--- src/rtl/ser_to_par_pkg.sv ---
// Shared definitions for the serial-to-parallel collector.
package ser_to_par_pkg;

  localparam int DEFAULT_WIDTH = 8;

  // COLLECT: assembling bits. STALL: output full and the next bit would complete a word.
  typedef enum logic {
    COLLECT = 1'b0,
    STALL   = 1'b1
  } state_t;

  // Bit-counter width. It is never narrower than one bit, so WIDTH=2 still gets a real counter.
  function automatic int cnt_width(input int width);
    return (width <= 2) ? 1 : $clog2(width);
  endfunction

endpackage

--- src/rtl/dff_ar.sv ---
// Parameterised-width D register. It has an asynchronous active-low reset to zero and a load enable.
module dff_ar #(
  parameter int W = 1
) (
  input  logic         clk,
  input  logic         rst_n,
  input  logic         en,
  input  logic [W-1:0] d,
  output logic [W-1:0] q
);

  // Clear on reset. Otherwise load d when enabled.
  always_ff @(posedge clk or negedge rst_n) begin
    if (!rst_n) begin
      q <= '0;
    end else if (en) begin
      q <= d;
    end
  end

endmodule

--- src/rtl/ser_to_par.sv ---
// Serial-to-parallel collector with a double-buffered output word.
//
// Handshakes: a transfer happens on a rising edge where valid && ready.
// - Input side (sin_valid/sin_ready): a bit is accepted when sin_valid && sin_ready && !flush.
// - Output side (pout_valid/pout_ready): the word is taken when pout_valid && pout_ready.
// - pout and pout_valid are registered. pout does not change while pout_valid && !pout_ready.
// - sin_ready drops only when the next bit would complete a word, the output holds a word,
//   and the consumer is not taking it this cycle. It depends combinationally on pout_ready.
module ser_to_par
  import ser_to_par_pkg::*;
#(
  parameter int WIDTH     = DEFAULT_WIDTH,
  parameter bit MSB_FIRST = 1'b1
) (
  input  logic             clk,
  input  logic             rst_n,
  input  logic             sin,
  input  logic             sin_valid,
  output logic             sin_ready,
  input  logic             flush,
  output logic [WIDTH-1:0] pout,
  output logic             pout_valid,
  input  logic             pout_ready,
  output logic             overrun,
  output state_t           dbg_state
);

  localparam int            CW   = cnt_width(WIDTH);
  localparam logic [CW-1:0] LAST = CW'(WIDTH - 1);

  logic [CW-1:0]    r_cnt;
  logic [WIDTH-1:0] r_sreg;
  logic [WIDTH-1:0] r_pout;
  logic             r_pout_valid;
  logic             r_overrun;
  logic [0:0]       r_state;

  logic [CW-1:0]    w_cnt_d;
  logic [WIDTH-1:0] w_shift;
  logic             w_pout_valid_d;
  logic             w_overrun_d;
  logic [0:0]       w_state_d;
  logic             w_last;
  logic             w_stall;
  logic             w_accept;
  logic             w_complete;

  // Stall term, handshake qualifiers, shifted word and next-state values.
  always_comb begin
    w_last     = (r_cnt == LAST);
    w_stall    = w_last && r_pout_valid && !pout_ready;
    w_accept   = sin_valid && !w_stall && !flush;
    w_complete = w_accept && w_last;

    if (MSB_FIRST) begin
      w_shift = {r_sreg[WIDTH-2:0], sin};
    end else begin
      w_shift = {sin, r_sreg[WIDTH-1:1]};
    end

    // A flush wins over a bit arriving in the same cycle. That bit is dropped.
    if (flush || w_complete) begin
      w_cnt_d = '0;
    end else if (w_accept) begin
      w_cnt_d = r_cnt + CW'(1);
    end else begin
      w_cnt_d = r_cnt;
    end

    // When a word completes in the same cycle as a take, pout_valid stays high with no bubble.
    if (w_complete) begin
      w_pout_valid_d = 1'b1;
    end else if (r_pout_valid && pout_ready) begin
      w_pout_valid_d = 1'b0;
    end else begin
      w_pout_valid_d = r_pout_valid;
    end

    w_overrun_d = r_overrun || (flush && (r_cnt != '0));
    w_state_d   = w_stall ? 1'(STALL) : 1'(COLLECT);
  end

  dff_ar #(.W(CW))    u_cnt   (.clk(clk), .rst_n(rst_n), .en(1'b1),       .d(w_cnt_d),        .q(r_cnt));
  dff_ar #(.W(WIDTH)) u_sreg  (.clk(clk), .rst_n(rst_n), .en(w_accept),   .d(w_shift),        .q(r_sreg));
  dff_ar #(.W(WIDTH)) u_pout  (.clk(clk), .rst_n(rst_n), .en(w_complete), .d(w_shift),        .q(r_pout));
  dff_ar #(.W(1))     u_pvld  (.clk(clk), .rst_n(rst_n), .en(1'b1),       .d(w_pout_valid_d), .q(r_pout_valid));
  dff_ar #(.W(1))     u_ovr   (.clk(clk), .rst_n(rst_n), .en(1'b1),       .d(w_overrun_d),    .q(r_overrun));
  dff_ar #(.W(1))     u_state (.clk(clk), .rst_n(rst_n), .en(1'b1),       .d(w_state_d),      .q(r_state));

  assign sin_ready  = !w_stall;
  assign pout       = r_pout;
  assign pout_valid = r_pout_valid;
  assign overrun    = r_overrun;
  assign dbg_state  = state_t'(r_state);

endmodule

--- config.mk ---
export PLATFORM = sky130hd
export DESIGN_NAME = ser_to_par
export DESIGN_NICKNAME = d
export VERILOG_FILES = /design/src/rtl/ser_to_par_pkg.sv /design/src/rtl/dff_ar.sv /design/src/rtl/ser_to_par.sv
export SDC_FILE = /design/constraint.sdc
export NUM_CORES = 1
export LEC_CHECK = 0
export ABC_AREA = 1
export ABC_CLOCK_PERIOD_IN_PS = 1700
export CORE_MARGIN = 3
export CORE_UTILIZATION = 30
export CTS_CLUSTER_SIZE = 24
export DETAILED_ROUTE_END_ITERATION = 10
export HOLD_SLACK_MARGIN = 0.03
export PLACE_DENSITY = 0.53
export SETUP_SLACK_MARGIN = 0.02
export SYNTH_ARGS = -nofsm -noshare
export SYNTH_HDL_FRONTEND = slang
export SYNTH_SLANG_ARGS = --single-unit
--- constraint.sdc ---
create_clock -name clk -period 1.7 [get_ports clk]
set_input_delay 0.34 -clock clk [delete_from_list [all_inputs] [get_ports clk]]
set_output_delay 0.34 -clock clk [all_outputs]
set_load 0.05 [all_outputs]
==> summary.md <==
| Metric | Value |
|---|---|
| Post-DP Area | 1164 µm² |
| Leakage power | 0.6553 nW |
| Input/output buffers | 17 |
| Clk_skew | 0.01717 ns |
| Initial core utilization | 0.3280 |
| Crit path arrival time | 1.32 ns |
| Share of layout cells above drive strength 1 | 0.2479 |
| CP Class | flip-flop to primary output |
| Final core occ | 0.4271 |
| Final Max Slew Viols | 0 |
| Sequential cell area fraction in the yosys report | 0.5570 |
| Worst-case clock buffer depth | 2 |
| Global-route usage over all layers | 0.1121 |
| Clk root buf | clkbuf_4 |
| MaxCap Viol Count | 0 |
| Gate power share | 0.117 |
| Initial antenna violation count | 0 |
| Cells along the critical path | ha_2 > ha_4 > nand3_4 > buf_12 |
| # setup viols final | 0 |
| Synth Register Bits | 21 |
| Status | finished clean |
| Mapped Avg Cell Area | 9.827 µm² |
| Pint | 0.6690 mW |
| Pwr Total | 0.9132 mW |
| Synth Cell Area | 943.4 µm² |
| Slew headroom | 0.8248 |
| CP max stage delay | 0.42 ns |
| Std cell rows | 19 |
| Multi-input gate area | 382.9 µm² |
| Gpl congestion | 0.7064 |
| Routed WL per cell | 11.30 µm |
| Core Region | 2877 µm² |
| Total CTS buffers | 3 |
| Critical path capture point type | primary output |
| Unrepaired setup endpoints after global routing | true |
| Pwr per Cell Area | 743.3 nW/µm² |
| Iteration count of the initial detailed-routing pass | 4 |
| Synth Net Count | 105 |
| DRC | 0 |
| HPWL Detailed | 1.351 mm |
| Fin crit share | 0.9767 |
| Top Ports | 18 |
| Worst skew pair latency | 0.31 ns |
| Die ar. | 3853 µm² |
| Die X | 62.08 µm |
| Post-cts hold buffer count | 0 |
| Worst R2R Start | u_cnt.q[1]$_DFFE_PN0P_ |
| R2r setup slk | 0.22 ns |
| Gate Count Post-Synth | 96 |
| CTS clock-pin slew for the worst setup and hold paths | 0.13 ns |
| Via count | 714 |
| Sw Ratio | 0.2675 |
| Area grow syn2layout | 30.24% |
| Post-DRT Antenna Nets | 0 |
| Hold Path Class | input pin to asynchronous set/reset pin |
| Net load switching power | 0.2442 mW |
| Slowest cell on the critical path | dfrtp_1 |
| Global-route wire length before repair | 3.132 mm |
| Sequential Area | 525.5 µm² |
| Vias/cell | 4.380 |
| Startpoint Class | flip-flop |
| Final Instance Area | 1229 µm² |
| CP required | 1.36 ns |
| Worst r2r path cells | 8 |
| Yosys synthesis warning count | 0 |
| Remaining Overflow, GRT | 0 |
| R2R Path End | u_sreg.q[3]$_DFFE_PN0P_ |
| Vias in the first global route | 673 |
| Fmax | 602.3 MHz |
| Crit-path max FO | 3 |
| Count of final hold-check violations | 0 |
| TritonCTS Sinks | 21 |
| Tmin final | 1.660 ns |
| Seq pwr share | 0.619 |
| Total wire length | 1.842 mm |
| Slew at the pin with the worst max-slew slack | 0.2628 ns |
| Antenna Cells | 0 |
| Maximum VDD drop | 279.0 µV |
| Nets | 131 |
| 1st-iter DRT viols | 24 |
| CTS tree | built |
| Fill count | 299 |
| H-tree levels | 1 |
| Commonest non-fill, non-tap cell in the layout | nand2_1 |
| Clk pwr share | 0.264 |
| Commonest cells after routing, fill and taps aside | nand2_1 (34), dfrtp_1 (21), buf_4 (16), nand4_1 (11), nand3_1 (10) |
| Unique cell type count in the Yosys netlist | 15 |
| Die Ht | 62.08 µm |
| Largest net degree at the start of global routing | 22 |
worst max-delay path, delay by kind of cell (launching register included):
kind,cells,cell delay (ns)
simple gates,1,0.08
flops,1,0.42
buf+inv,1,0.14
fa+ha+maj,2,0.38
area by class of cell:
cell class	instances	area share
Clock buffer	3	0.01833
Clock inverter	1	0.004073
Inverter	8	0.02444
Multi-Input combinational cell	65	0.3116
Sequential cell	21	0.4277
Tap cell	42	0.04277
Timing Repair Buffer	23	0.1711
sequential cells by signal, summed over array words and instances, names as in the netlist:
signal and cells:
u_state.q 1, u_pvld.q 1, u_ovr.q 1, u_pout.q 8, u_cnt.q 3, u_sreg.q 7
cells in the mapped netlist:
cell type	n	share of area
inv_2	1	0.0040
ha_1	3	0.040
inv_1	7	0.028
nand2_1	34	0.14
buf_8	1	0.016
nand3_1	10	0.053
nand2_2	1	0.0066
buf_2	1	0.0053
nand2_4	1	0.012
nand4_1	11	0.073
dfrtp_1	21	0.56
nand3_4	2	0.037
nor2_1	1	0.0040
nor2_8	1	0.021
o21bai_1	1	0.0080
cells by family (layout without fill, tap and decap cells):
logic type                 Yosys count  after routing  share of synthesized area
and+or+nand+nor                     61             61                     0.3422
buffers and inverters               10             35                    0.05304
AOI/OAI and AO/OA                    1              1                   0.007961
DFF                                 21             21                     0.5570
adders and majority gates            3              3                    0.03979
power groups by stage:
stage	combinational, mW	sequential (mW)	clock [mW]
3_5_place_dp	0.104	0.573	0
4_1_cts	0.105	0.565	0.251
3_3_place_gp	0.101	0.574	0
5_1_grt	0.124	0.571	0.270
2_1_floorplan	0.0613	0.571	0
6_report	0.107	0.565	0.241
worst max path at each step:
stage | from | cells after the start | slack [ns] | endpoint
2_1_floorplan | u_pvld.q$_DFFE_PN0P_ | 4 | 0.31 | u_cnt.q[0]$_DFFE_PN0P_
3_3_place_gp | sin_valid | 6 | 0.11 | u_pout.q[5]$_DFFE_PN0P_
3_5_place_dp | sin_valid | 6 | 0.09 | u_pout.q[4]$_DFFE_PN0P_
4_1_cts | u_cnt.q[0]$_DFFE_PN0P_ | 4 | 0.03 | sin_ready
5_1_grt | u_cnt.q[1]$_DFFE_PN0P_ | 4 | -0.02 | sin_ready
6_report | u_cnt.q[1]$_DFFE_PN0P_ | 4 | 0.04 | sin_ready
layer usage:
layer  track usage  routed length, µm  share of wire
met2        0.1716                914           0.50
met1        0.1532                846           0.46
met5             0                  0              0
met3       0.02479                 64          0.035
met4       0.04545                 17         0.0092
metrics by stage:
step	TNS [ns]	worst slack, ns	hold WS (ns)	cells
floorplan	0	0.3099	0.04441	96
global placement	0	0.1067	0.4587	156
detailed placement	0	0.08668	0.4584	156
CTS	0	0.03238	0.3612	161
global route	-0.02368	-0.02368	0.3603	163
finish	0	0.03956	0.3483	163
repair_timing:
action,4_1_cts,5_1_grt
resized for setup,3,0
pin swaps,1,1
cloned,0,0
endpoints found under the setup margin,1,1
setup buffers,1,2
No activity file was read; power rests on OpenSTA's default activity.
